$ cat src/rtl/cpu_pkg.sv
// Shared RV32I core definitions: opcodes, function codes, control enums and the decode bundle.
package cpu_pkg;

    localparam logic [6:0] OPC_LUI    = 7'b0110111;
    localparam logic [6:0] OPC_AUIPC  = 7'b0010111;
    localparam logic [6:0] OPC_JAL    = 7'b1101111;
    localparam logic [6:0] OPC_JALR   = 7'b1100111;
    localparam logic [6:0] OPC_BRANCH = 7'b1100011;
    localparam logic [6:0] OPC_LOAD   = 7'b0000011;
    localparam logic [6:0] OPC_STORE  = 7'b0100011;
    localparam logic [6:0] OPC_OP_IMM = 7'b0010011;
    localparam logic [6:0] OPC_OP     = 7'b0110011;

    localparam logic [2:0] F3_ADD_SUB = 3'b000;
    localparam logic [2:0] F3_SLL     = 3'b001;
    localparam logic [2:0] F3_SLT     = 3'b010;
    localparam logic [2:0] F3_SLTU    = 3'b011;
    localparam logic [2:0] F3_XOR     = 3'b100;
    localparam logic [2:0] F3_SRL_SRA = 3'b101;
    localparam logic [2:0] F3_OR      = 3'b110;
    localparam logic [2:0] F3_AND     = 3'b111;

    localparam logic [2:0] F3_BEQ  = 3'b000;
    localparam logic [2:0] F3_BNE  = 3'b001;
    localparam logic [2:0] F3_BLT  = 3'b100;
    localparam logic [2:0] F3_BGE  = 3'b101;
    localparam logic [2:0] F3_BLTU = 3'b110;
    localparam logic [2:0] F3_BGEU = 3'b111;

    localparam logic [6:0] F7_BASE   = 7'b0000000;
    localparam logic [6:0] F7_ALT    = 7'b0100000;
    localparam logic [6:0] F7_MULDIV = 7'b0000001;

    typedef enum logic [4:0] {
        ALU_ADD, ALU_SUB, ALU_SLL, ALU_SLT, ALU_SLTU, ALU_XOR, ALU_SRL, ALU_SRA,
        ALU_OR, ALU_AND,
        ALU_MUL, ALU_MULH, ALU_MULHSU, ALU_MULHU, ALU_DIV, ALU_DIVU, ALU_REM, ALU_REMU
    } alu_op_e;

    typedef enum logic [1:0] {OP1_REG, OP1_IMM, OP1_PC} op1_src_e;
    typedef enum logic [2:0] {OP2_REG, OP2_IMM, OP2_ZERO, OP2_FOUR} op2_src_e;
    typedef enum logic       {PC_OP1_PC, PC_OP1_REG} pc_op1_src_e;
    typedef enum logic [1:0] {
        NPC_ALWAYS_NOT_BRANCH, NPC_ALWAYS_BRANCH, NPC_ZERO, NPC_NOT_ZERO
    } next_pc_src_e;
    typedef enum logic       {WDATA_ALU, WDATA_RAM} wdata_src_e;

    typedef struct packed {
        logic [4:0]   rs1_address;
        logic [4:0]   rs2_address;
        logic [4:0]   rd_address;
        logic [31:0]  imm;
        alu_op_e      alu_op;
        op1_src_e     op1_src;
        op2_src_e     op2_src;
        pc_op1_src_e  pc_op1_src;
        next_pc_src_e next_pc_src;
        wdata_src_e   wdata_src;
        logic         reg_wren;
        logic         ram_wren;
        logic [2:0]   mem_funct3;
        logic         illegal;
    } decode_bundle_t;

    function automatic alu_op_e base_alu_op(input logic [2:0] f3, input logic alt);
        alu_op_e op;
        case (f3)
            F3_ADD_SUB: op = alt ? ALU_SUB : ALU_ADD;
            F3_SLL:     op = ALU_SLL;
            F3_SLT:     op = ALU_SLT;
            F3_SLTU:    op = ALU_SLTU;
            F3_XOR:     op = ALU_XOR;
            F3_SRL_SRA: op = alt ? ALU_SRA : ALU_SRL;
            F3_OR:      op = ALU_OR;
            default:    op = ALU_AND;
        endcase
        return op;
    endfunction

endpackage

$ cat src/rtl/decode_comb.sv
// Purpose: combinational RV32I(+M) instruction decoder, inst -> decode_bundle_t.
// Latency: zero cycles, purely combinational.
// Backpressure: none; the enclosing stage owns all flow control.
module decode_comb
    import cpu_pkg::*;
#(
    parameter bit ENABLE_M        = 1'b0,
    parameter bit ZERO_RD_NOWRITE = 1'b1
) (
    input  logic [31:0]    inst,
    output decode_bundle_t dec
);

    logic [6:0]  opcode, f7;
    logic [2:0]  f3;
    logic [31:0] imm_i, imm_s, imm_b, imm_u, imm_j, imm_sh;
    logic        legal;

    assign opcode = inst[6:0];
    assign f3     = inst[14:12];
    assign f7     = inst[31:25];
    assign imm_i  = {{20{inst[31]}}, inst[31:20]};
    assign imm_s  = {{20{inst[31]}}, inst[31:25], inst[11:7]};
    assign imm_b  = {{19{inst[31]}}, inst[31], inst[7], inst[30:25], inst[11:8], 1'b0};
    assign imm_u  = {inst[31:12], 12'b0};
    assign imm_j  = {{11{inst[31]}}, inst[31], inst[19:12], inst[20], inst[30:21], 1'b0};
    assign imm_sh = {27'b0, inst[24:20]};

    always_comb begin
        dec   = '0;
        legal = 1'b1;
        case (opcode)
            OPC_LUI: begin
                dec.rd_address = inst[11:7];
                dec.imm        = imm_u;
                dec.op1_src    = OP1_IMM;
                dec.op2_src    = OP2_ZERO;
                dec.reg_wren   = 1'b1;
            end
            OPC_AUIPC: begin
                dec.rd_address = inst[11:7];
                dec.imm        = imm_u;
                dec.op1_src    = OP1_PC;
                dec.op2_src    = OP2_IMM;
                dec.reg_wren   = 1'b1;
            end
            OPC_JAL, OPC_JALR: begin
                // ALU produces the link value PC+4; the target adder is fed separately.
                dec.rd_address  = inst[11:7];
                dec.op1_src     = OP1_PC;
                dec.op2_src     = OP2_FOUR;
                dec.next_pc_src = NPC_ALWAYS_BRANCH;
                dec.reg_wren    = 1'b1;
                if (opcode == OPC_JAL) begin
                    dec.imm = imm_j;
                end else begin
                    dec.rs1_address = inst[19:15];
                    dec.imm         = imm_i;
                    dec.pc_op1_src  = PC_OP1_REG;
                    legal           = (f3 == 3'b000);
                end
            end
            OPC_BRANCH: begin
                dec.rs1_address = inst[19:15];
                dec.rs2_address = inst[24:20];
                dec.imm         = imm_b;
                case (f3)
                    F3_BEQ:  begin dec.alu_op = ALU_SUB;  dec.next_pc_src = NPC_ZERO;     end
                    F3_BNE:  begin dec.alu_op = ALU_SUB;  dec.next_pc_src = NPC_NOT_ZERO; end
                    F3_BLT:  begin dec.alu_op = ALU_SLT;  dec.next_pc_src = NPC_NOT_ZERO; end
                    F3_BGE:  begin dec.alu_op = ALU_SLT;  dec.next_pc_src = NPC_ZERO;     end
                    F3_BLTU: begin dec.alu_op = ALU_SLTU; dec.next_pc_src = NPC_NOT_ZERO; end
                    F3_BGEU: begin dec.alu_op = ALU_SLTU; dec.next_pc_src = NPC_ZERO;     end
                    default: legal = 1'b0;
                endcase
            end
            OPC_LOAD: begin
                dec.rd_address  = inst[11:7];
                dec.rs1_address = inst[19:15];
                dec.imm         = imm_i;
                dec.op2_src     = OP2_IMM;
                dec.wdata_src   = WDATA_RAM;
                dec.reg_wren    = 1'b1;
                dec.mem_funct3  = f3;
                legal           = (f3 != 3'b011) && (f3 != 3'b110) && (f3 != 3'b111);
            end
            OPC_STORE: begin
                dec.rs1_address = inst[19:15];
                dec.rs2_address = inst[24:20];
                dec.imm         = imm_s;
                dec.op2_src     = OP2_IMM;
                dec.ram_wren    = 1'b1;
                dec.mem_funct3  = f3;
                legal           = (f3 <= 3'b010);
            end
            OPC_OP_IMM: begin
                dec.rd_address  = inst[11:7];
                dec.rs1_address = inst[19:15];
                dec.op2_src     = OP2_IMM;
                dec.reg_wren    = 1'b1;
                if (f3 == F3_SLL || f3 == F3_SRL_SRA) begin
                    dec.imm    = imm_sh;
                    dec.alu_op = base_alu_op(f3, f7[5]);
                    legal      = (f7 == F7_BASE) || (f3 == F3_SRL_SRA && f7 == F7_ALT);
                end else begin
                    dec.imm    = imm_i;
                    dec.alu_op = base_alu_op(f3, 1'b0);
                end
            end
            OPC_OP: begin
                dec.rd_address  = inst[11:7];
                dec.rs1_address = inst[19:15];
                dec.rs2_address = inst[24:20];
                dec.reg_wren    = 1'b1;
                if (f7 == F7_BASE) begin
                    dec.alu_op = base_alu_op(f3, 1'b0);
                end else if (f7 == F7_ALT) begin
                    dec.alu_op = base_alu_op(f3, 1'b1);
                    legal      = (f3 == F3_ADD_SUB) || (f3 == F3_SRL_SRA);
                end else if (f7 == F7_MULDIV && ENABLE_M) begin
                    dec.alu_op = alu_op_e'(5'(ALU_MUL) + {2'b00, f3});
                end else begin
                    legal = 1'b0;
                end
            end
            default: legal = 1'b0;
        endcase

        if (!legal) begin
            dec             = '0;
            dec.illegal     = 1'b1;
            dec.next_pc_src = NPC_ALWAYS_NOT_BRANCH;
        end
        if (ZERO_RD_NOWRITE && dec.rd_address == 5'd0) begin
            dec.reg_wren = 1'b0;
        end
    end

endmodule

$ cat src/rtl/decode_stage.sv
// Purpose: registered decode stage with valid/ready handshake, one skid entry and flush.
// Latency: 1 cycle from accept to out_valid when downstream is not stalled.
// Backpressure: in_ready is registered and drops once the skid entry holds a bundle.
module decode_stage
    import cpu_pkg::*;
#(
    parameter int XLEN            = 32,
    parameter bit ENABLE_M        = 1'b0,
    parameter bit ZERO_RD_NOWRITE = 1'b1
) (
    input  logic            clk,
    input  logic            rstn,
    input  logic            flush,
    input  logic            in_valid,
    output logic            in_ready,
    input  logic [31:0]     in_inst,
    input  logic [XLEN-1:0] in_pc,
    output logic            out_valid,
    input  logic            out_ready,
    output logic [XLEN-1:0] out_pc,
    output logic [4:0]      rs1_address,
    output logic [4:0]      rs2_address,
    output logic [4:0]      rd_address,
    output logic [31:0]     imm,
    output logic [4:0]      alu_rd_operator,
    output logic [1:0]      alu_rd_operand1_src,
    output logic [2:0]      alu_rd_operand2_src,
    output logic            alu_pc_operand1_src,
    output logic [1:0]      next_pc_src,
    output logic            reg_write_data_src,
    output logic            reg_wren,
    output logic            ram_wren,
    output logic [2:0]      mem_funct3,
    output logic            illegal
);

    if (XLEN != 32) begin : g_bad_xlen
        $error("decode_stage supports only XLEN=32");
    end

    typedef struct packed {
        logic [XLEN-1:0] pc;
        decode_bundle_t  dec;
    } entry_t;

    decode_bundle_t dec_new;
    entry_t         new_entry, out_q, skid_q;
    logic           accept;

    decode_comb #(.ENABLE_M(ENABLE_M), .ZERO_RD_NOWRITE(ZERO_RD_NOWRITE)) u_decode_comb (
        .inst (in_inst),
        .dec  (dec_new)
    );

    assign new_entry = '{pc: in_pc, dec: dec_new};
    assign accept    = in_valid & in_ready;

    // in_ready low means the skid entry is occupied, which implies out_valid is high.
    always_ff @(posedge clk or negedge rstn) begin
        if (!rstn) begin
            out_valid <= 1'b0;
            in_ready  <= 1'b1;
            out_q     <= '0;
            skid_q    <= '0;
        end else if (flush) begin
            out_valid <= 1'b0;
            in_ready  <= 1'b1;
        end else if (!in_ready) begin
            if (out_ready) begin
                out_q    <= skid_q;
                in_ready <= 1'b1;
            end
        end else if (!out_valid || out_ready) begin
            out_valid <= accept;
            if (accept) begin
                out_q <= new_entry;
            end
        end else if (accept) begin
            skid_q   <= new_entry;
            in_ready <= 1'b0;
        end
    end

    assign out_pc              = out_q.pc;
    assign rs1_address         = out_q.dec.rs1_address;
    assign rs2_address         = out_q.dec.rs2_address;
    assign rd_address          = out_q.dec.rd_address;
    assign imm                 = out_q.dec.imm;
    assign alu_rd_operator     = out_q.dec.alu_op;
    assign alu_rd_operand1_src = out_q.dec.op1_src;
    assign alu_rd_operand2_src = out_q.dec.op2_src;
    assign alu_pc_operand1_src = out_q.dec.pc_op1_src;
    assign next_pc_src         = out_q.dec.next_pc_src;
    assign reg_write_data_src  = out_q.dec.wdata_src;
    assign reg_wren            = out_q.dec.reg_wren;
    assign ram_wren            = out_q.dec.ram_wren;
    assign mem_funct3          = out_q.dec.mem_funct3;
    assign illegal             = out_q.dec.illegal;

endmodule

$ cat config.mk
export PLATFORM = sky130hd
export DESIGN_NAME = decode_stage
export DESIGN_NICKNAME = d
export VERILOG_FILES = /design/src/rtl/cpu_pkg.sv /design/src/rtl/decode_comb.sv /design/src/rtl/decode_stage.sv
export SDC_FILE = /design/constraint.sdc
export NUM_CORES = 1
export LEC_CHECK = 0
export BUFFER_PORTS_ARGS = -buffer_cell sky130_fd_sc_hd__buf_4
export CORE_ASPECT_RATIO = 2
export CORE_UTILIZATION = 50
export CTS_CLUSTER_DIAMETER = 150
export DETAILED_ROUTE_END_ITERATION = 8
export PLACE_DENSITY = 0.71
export SETUP_SLACK_MARGIN = 0.05
export SYNTH_ARGS = -nofsm -noshare
export SYNTH_HDL_FRONTEND = slang
export SYNTH_SLANG_ARGS = --single-unit
$ cat constraint.sdc
create_clock -name clk -period 3.8 [get_ports clk]
set_input_delay 0.76 -clock clk [delete_from_list [all_inputs] [get_ports clk]]
set_output_delay 0.76 -clock clk [all_outputs]
set_load 0.01 [all_outputs]
==> summary.md, run 1 <==
| Metric | Value |
|---|---|
| Period utilization | `72.83%` |
| Final ANT Viol Nets | `0` |
| DP Worst Slack | `0.5454 ns` |
| Storage cell area | `0.004910 sq mm` |
| Outcome | `completed` |
| Clock-pin slew on the worst setup and hold paths | `0.07 ns` |
| Pin count of the biggest net entering global routing | `96` |
| Cell family with most CP delay | `simple AND/OR/NAND/NOR gates` |
| Worst r2r dst | `reg_wren$_DFFE_PN0P_` |
| Worst Setup Start Kind | `input pin` |
| Area Growth Syn to Fin | `21.28%` |
| Clock Tree Root | `clkbuf_16` |
| H-Tree Depth | `4` |
| Post-synth ARST share | `100.0%` |
| Number of synthesized flops with an enable pin | `0` |
| Nets | `1145` |
| Footprint of the multi-input gates | `0.003797 sq mm` |
| Clock Sinks | `196` |
| Critical Path RT | `4.15 ns` |
| CP arrival | `3.11 ns` |
| Setup TNS | `0 ns` |
| CP Class | `in2reg` |
| Synth top cells by count | `218 x nand2_1, 195 x dfrtp_1, 104 x o21ai_0, 84 x a21oi_1, 56 x nor3b_1` |
| Worst VDD drop | `0.0003245 V` |
| Largest cells by area after synthesis | `dfrtp_1 54%, nand2_1 9.0%, o21ai_0 5.7%` |
| Worst Max-Slew Pin Slew | `0.8436 ns` |
| Critical path fanouts, max | `21` |
| #FFs+latches synth | `196` |
| Grt ovf | `0` |
| Slew HR | `43.76%` |
| Die height | `192.3 um` |
| Worst setup margin | `1.032 ns` |
| CP most frequent cell | `buf_4` |
| Worst Skew | `0.009102 ns` |
| TritonCTS buffer count | `17` |
| Most common cell in the netlist | `nand2_1` |
| Max-cap violation count | `0` |
| Yosys top cell area share | `53.90%` |
| # port buffers | `167` |
| Iteration-0 DRC Markers | `363` |
| Hold Vio Cnt, Final | `0` |
| Die W | `97.15 um` |
| Final-layout fill cell count | `1557` |
| Synth area leader | `dfrtp_1` |
| CP max stage cell | `or4_1` |
| Diode count | `0` |
| Syn_area_per_cell | `9.560 sq um` |
| Drt total wl | `23.61 mm` |
| Crit path cell chain | `buf_4, nor4_1, nand2_1, a21oi_4, a211oi_4, or4_1, buf_4, o21ai_0` |
| DIE AREA | `0.01868 sq mm` |
| Longest Clk Path Bufs | `2` |
| Worst R2R Start | `in_ready$_DFF_PN1_` |
| Worst hold slack | `0.4024 ns` |
| Register area share after synthesis | `54.19%` |
| Hold Crit Class | `in2async` |
| DRT Pass-1 Iters | `5` |
| Initial Utilization | `50.91%` |
| Worst-case reg-to-reg path depth | `4` |
| Post-route design area | `0.01098 sq mm` |
| Ports | `170` |
| Unrepaired setup endpoints after global routing | `false` |
| DRC | `0` |
| Gr usage total | `26.18%` |
| Clock insertion delay at the later pin of the skew report | `0.43 ns` |
| CORE AREA | `0.01778 sq mm` |
| Mapped Area | `0.009054 sq mm` |
| YS warnings | `0` |
| Initial antenna violation count | `0` |
| Via count | `7372` |
| HPWL after DPL | `16.23 mm` |
| Vias in the first global route | `7225` |
| Syn Inst Count | `947` |
| CTS tree | `yes` |
| Leakage | `5.266 nW` |
| Hold_buf cts | `0` |
| Tmin final | `2.768 ns` |
| Fmax | `0.3613 GHz` |
| Share of layout cells above drive strength 1 | `22.84%` |
| Post-synth cell types | `55` |
| Critical path capture point type | `register` |
| Setup violators final | `0` |
| First-pass GRT wire length | `38.28 mm` |
| Crit path buffers/inverters | `2` |
| Routed len/inst | `18.17 um` |
| Post-CTS Repair Setup Buffers | `0` |
| Placed cell area | `0.01040 sq mm` |
| Worst reg-to-reg setup slack | `1.38 ns` |
| Power Dens Cells | `425.0 mW/mm^2` |
| Final Util | `61.74%` |
| CP peak stage delay | `0.61 ns` |
| Main flop type after synthesis | `dfrtp_1` |
| Max Transition Viols Final | `0` |
| GPL Wtd Cong | `0.9247` |
| Vias per std cell | `5.675` |
| Row count | `69` |
| Post-CTS sizing | `0` |
power by group:
part / internal, mW / switching, mW / leakage, nW / total, mW
Clock: 1.03 / 0.786 / 0.274 / 1.81
Sequential: 2.23 / 0.0774 / 2.63 / 2.31
Combinational: 0.227 / 0.316 / 2.36 / 0.543
Total: 3.49 / 1.18 / 5.27 / 4.67
layer usage:
| layer | global-route usage (%) | wire length, um | vias to the layer above |
|---|---|---|---|
| li1 | - | - | 3534 |
| met5 | 0 | 0 | - |
| met1 | 30.90 | 9123 | 3623 |
| met4 | 12.69 | 860 | 0 |
| met3 | 3.368 | 854 | 37 |
| met2 | 46.91 | 12770 | 178 |
final cells by class:
cell class                 count  area share (%)
sequential                   196           44.71
multi-input combinational    675           34.58
clock buffer                  17           3.874
timing repair buffer         182           12.84
inverter                       4          0.1367
tap                          213           2.427
clock inverter                12           1.424
cells by family (layout without fill, tap and decap cells):
kind of cell,Yosys count,after routing,share of synthesized area (%)
AO/OA/AOI/OAI,277,277,18.57
flip-flops,196,196,54.19
multiplexers,37,37,4.118
AND/OR/NAND/NOR,359,359,19.03
buffers and inverters,77,215,4.049
other,1,2,0.04142
cells in the final DEF, fill, tap and decap left out, types with 5 or more instances in the layout:
| cell | count |
|---|---|
| buf_4 | 178 |
| nand2b_1 | 7 |
| a22oi_1 | 5 |
| clkbuf_16 | 17 |
| a22o_1 | 20 |
| dfrtp_1 | 195 |
| o31ai_1 | 7 |
| a221o_1 | 6 |
| nand3_1 | 12 |
| o21ai_2 | 21 |
| nor2_1 | 31 |
| nor3_1 | 5 |
| nor2b_1 | 7 |
| nand4_1 | 6 |
| nor3b_1 | 56 |
| a21oi_1 | 84 |
| o21ai_1 | 5 |
| nand2_1 | 218 |
| mux2i_1 | 35 |
| a31oi_1 | 8 |
| o21ai_0 | 104 |
worst register-to-register path, stage by stage, from the launching register on:
cell and delay (ns):
dfstp_4 0.64, buf_4 0.66, nand2_1 0.11, nor3_1 0.66
a221o_1 0.28
per-stage QoR:
| stage | total power [mW] | cells |
|---|---|---|
| final | 4.667 | 1299 |
| after floorplan | 2.602 | 948 |
| after CTS | 4.724 | 1299 |
| after detailed placement | 2.902 | 1270 |
| after global placement | 2.884 | 1270 |
| after global routing | 4.859 | 1299 |
how the worst max path moves through the flow:
stage	startpoint	to	slack, ns	cells past startpoint
after detailed placement	in_inst[25]	skid_q[51]$_DFFE_PN0P_	0.55	8
after floorplan	in_inst[13]	skid_q[32]$_DFFE_PN0P_	1.35	9
after global routing	in_inst[25]	skid_q[51]$_DFFE_PN0P_	0.97	8
after CTS	in_inst[25]	skid_q[51]$_DFFE_PN0P_	0.99	8
final	in_inst[25]	skid_q[51]$_DFFE_PN0P_	1.03	8
after global placement	in_inst[25]	skid_q[51]$_DFFE_PN0P_	0.57	8
sequential cells by signal, summed over array words and instances, names as in the netlist, 3 cells and up:
register and count:
skid_q 97, mem_funct3 3, alu_rd_operator 4, rs1_address 5, rd_address 5, imm 32
rs2_address 5, out_pc 32
No activity file was read; power rests on OpenSTA's default activity.
==> inputs of run 2 (changes only) <==
Settings changed: ABC_AREA from default to 1, PLACE_DENSITY 0.71 to 0.74.
Clock period 3.8 ns to 2.3 ns, I/O delays scaled along.
==> summary.md, run 2 <==
| Metric | Value |
|---|---|
| Outcome | `finished with violations` |
| Failing checks | `design-rule violations` |
| Synth area leader | `dfrtp_1` |
| Worst Skew | `0.009661 ns (+0.0005599 ns)` |
| DRC | `4 (+4)` |
| Post-synth cell types | `39 (-29%)` |
| Main flop type after synthesis | `dfrtp_1` |
| CORE AREA | `0.01822 sq mm (+2.4%)` |
| DRT Pass-1 Iters | `9 (+4)` |
| Final ANT Viol Nets | `0 (unchanged)` |
| Post-route insts no fill | `1543 (+19%)` |
| Routed len/inst | `17.03 um (-6.3%)` |
| Most common cell in the netlist | `nand2_1` |
| Post-synth ARST share | `100.0% (unchanged)` |
| Mapped Area | `0.009264 sq mm (+2.3%)` |
| Post-CTS Repair Setup Buffers | `0 (unchanged)` |
| Drt total wl | `26.27 mm (+11%)` |
| Worst R2R Start | `in_ready$_DFF_PN1_` |
| Yosys top cell area share | `52.67% (-1.2 points)` |
| Fmax | `0.4755 GHz` |
| Worst Hold Endpoint | `skid_q[71]$_DFFE_PN0P_` |
| Period utilization | `91.44%` |
| Synth top cells by count | `363 x nand2_1, 206 x o21ai_0, 195 x dfrtp_1, 65 x inv_1, 61 x nand3_1` |
| Inst Count DP | `1511 (+19%)` |
| Tmin final | `2.103 ns` |
| Clock Tree Root | `clkbuf_16` |
| Critical Path Source | `in_ready$_DFF_PN1_` |
| Vias per std cell | `5.481 (-3.4%)` |
| Syn_area_per_cell | `8.042 sq um (-16%)` |
| Nets | `1384 (+21%)` |
| Grt ovf | `0 (unchanged)` |
| Ports | `170 (unchanged)` |
| Worst r2r dst | `ram_wren$_DFFE_PN0P_` |
| Pin count of the biggest net entering global routing | `138 (+44%)` |
| Vias in the first global route | `8186 (+13%)` |
| Critical path capture point type | `output pin` |
| TritonCTS buffer count | `17 (unchanged)` |
| Worst VDD drop | `0.0004584 V (+41%)` |
| Worst-case reg-to-reg path depth | `7 (+3)` |
| Leakage | `5.979 nW (+14%)` |
| Number of synthesized flops with an enable pin | `0 (unchanged)` |
| Largest register FFs | `97 (unchanged)` |
| First-pass GRT wire length | `42.57 mm (+11%)` |
| Most common cell after layout, fill and taps aside | `nand2_1` |
| Area Growth Syn to Fin | `23.85%` |
| Row count | `70 (+1.4%)` |
| CP Class | `reg2out` |
| # port buffers | `167 (unchanged)` |
| Setup TNS | `0 ns (unchanged)` |
| Critical path fanouts, max | `67 (+220%)` |
| Clock Sinks | `196 (unchanged)` |
| Max Transition Viols Final | `0 (unchanged)` |
| Longest Clk Path Bufs | `2 (unchanged)` |
| Hold Crit Class | `in2reg` |
| Hold Vio Cnt, Final | `0 (unchanged)` |
| Diode count | `0 (unchanged)` |
| Power Dens Cells | `688.9 mW/mm^2 (+62%)` |
| Unrepaired setup endpoints after global routing | `false` |
| Share of layout cells above drive strength 1 | `21.55% (-1.3 points)` |
| Clock-pin slew on the worst setup and hold paths | `0.07 ns (about the same)` |
| Initial antenna violation count | `0 (unchanged)` |
| Setup violators final | `0 (unchanged)` |
| Max-cap violation count | `0 (unchanged)` |
| Gr usage total | `28.83% (+2.6 points)` |
| Worst Max-Slew Pin Slew | `0.6067 ns (-0.2368 ns)` |
| Min-delay src | `in_pc[4]` |
| HPWL after DPL | `18.63 mm (+15%)` |
| CTS tree | `yes` |
| Worst Setup Start Kind | `register` |
| Critical Path RT | `1.84 ns (-2.31 ns)` |
| Clock insertion delay at the later pin of the skew report | `0.44 ns (about the same)` |
| Via count | `8457 (+15%)` |
| Cells on Worst Hold Path | `3` |
| H-Tree Depth | `4 (unchanged)` |
| Biggest register | `skid_q` |
| Worst reg-to-reg setup slack | `0.26 ns (-1.12 ns)` |
| DIE AREA | `0.01911 sq mm (+2.3%)` |
| Initial Utilization | `50.85% (-0.056 points)` |
| Most frequent cells in the layout | `361 x nand2_1, 206 x o21ai_0, 206 x buf_4` |
| Iteration-0 DRC Markers | `523 (+44%)` |
| #FFs+latches synth | `196 (unchanged)` |
| Slew HR | `59.55% (+16 points)` |
| Die W | `98.25 um (+1.1%)` |
| YS warnings | `0 (unchanged)` |
| Syn Inst Count | `1152 (+22%)` |
| GPL Wtd Cong | `0.9456 (+2.3%)` |
| Die height | `194.5 um (+1.1%)` |
| Register area share after synthesis | `52.96% (-1.2 points)` |
| Largest cells by area after synthesis | `dfrtp_1 53%, nand2_1 15%, o21ai_0 11%` |
| CP arrival | `1.64 ns (-1.47 ns)` |
## run 2: cell count changes after synthesis, sizes merged, moves of 21 or more
cell,before,now
nor2,31,52
nand2,219,370
nand3,13,65
nor3b,56,0
a21oi,86,43
mux2i,35,0
o21ai,131,234
inv,4,76
## run 2: layer usage
layer  GRT usage [%]  share of wire (%)
met5               0                  0
met4           15.92                5.0
met3           3.704                5.0
met2           50.44                 52
met1           33.93                 38
## run 2: worst max-delay path by stage
stage	end	cells past startpoint	slack, ns
after global placement	imm[20]$_DFFE_PN0P_	13	0.08
after global routing	in_ready	2	0.11
after floorplan	rs2_address[2]$_DFFE_PN0P_	9	0.54
after CTS	in_ready	2	0.16
final	in_ready	2	0.20
after detailed placement	imm[20]$_DFFE_PN0P_	13	0.02
## run 2: logic make-up after synthesis
| family | count (synthesis) | synth area share, % |
|---|---|---|
| simple gates | 493 | 21.89 |
| compound gates | 312 | 18.11 |
| flops | 196 | 52.96 |
| buf+inv | 150 | 6.996 |
| other cells | 1 | 0.04048 |
## run 2: timing repair
| action | 4_1_cts | 5_1_grt |
|---|---|---|
| endpoints found under the hold margin | 1 | 0 |
| resized for setup | 1 | 0 |
| hold buffers | 1 | 0 |
| endpoints found under the setup margin | 1 | 0 |
## run 2: cell type report
| cell class | count | area (sq um) |
|---|---|---|
| fill | 1648 | 6744 |
| sequential | 196 | 4910 |
| multi-input combinational | 807 | 3729 |
| timing repair buffer | 217 | 1742 |
| clock buffer | 20 | 456.7 |
| inverter | 76 | 287.8 |
| tap | 216 | 270.3 |
| clock inverter | 11 | 78.83 |
## run 2: stage by stage
| stage | worst slack, ns | hold WS [ns] | area (sq um) | power [mW] | utilization (%) |
|---|---|---|---|---|---|
| 2_1_floorplan | 0.5363 | 0.1644 | 9268 | 4.560 | - |
| 3_3_place_gp | 0.08442 | 0.4562 | 10920 | 5.192 | 59.97 |
| 3_5_place_dp | 0.02202 | 0.4607 | 10920 | 5.222 | 59.97 |
| 4_1_cts | 0.1619 | 0.2301 | 11470 | 7.974 | 62.98 |
| 5_1_grt | 0.1063 | 0.2414 | 11470 | 8.258 | 62.98 |
| 6_report | 0.1968 | 0.2447 | 11470 | 7.904 | 62.98 |
## run 2: worst max-delay path, cell delays in order (launching register included)
cell	delay (ns)
dfstp_4	0.64
buf_6	0.36
buf_4	0.20
## run 2: power breakdown
| part | internal [mW] | switching [mW] |
|---|---|---|
| logic | 0.528 | 0.671 |
| clock network | 1.44 | 1.31 |
| registers | 3.78 | 0.170 |
| total | 5.75 | 2.15 |
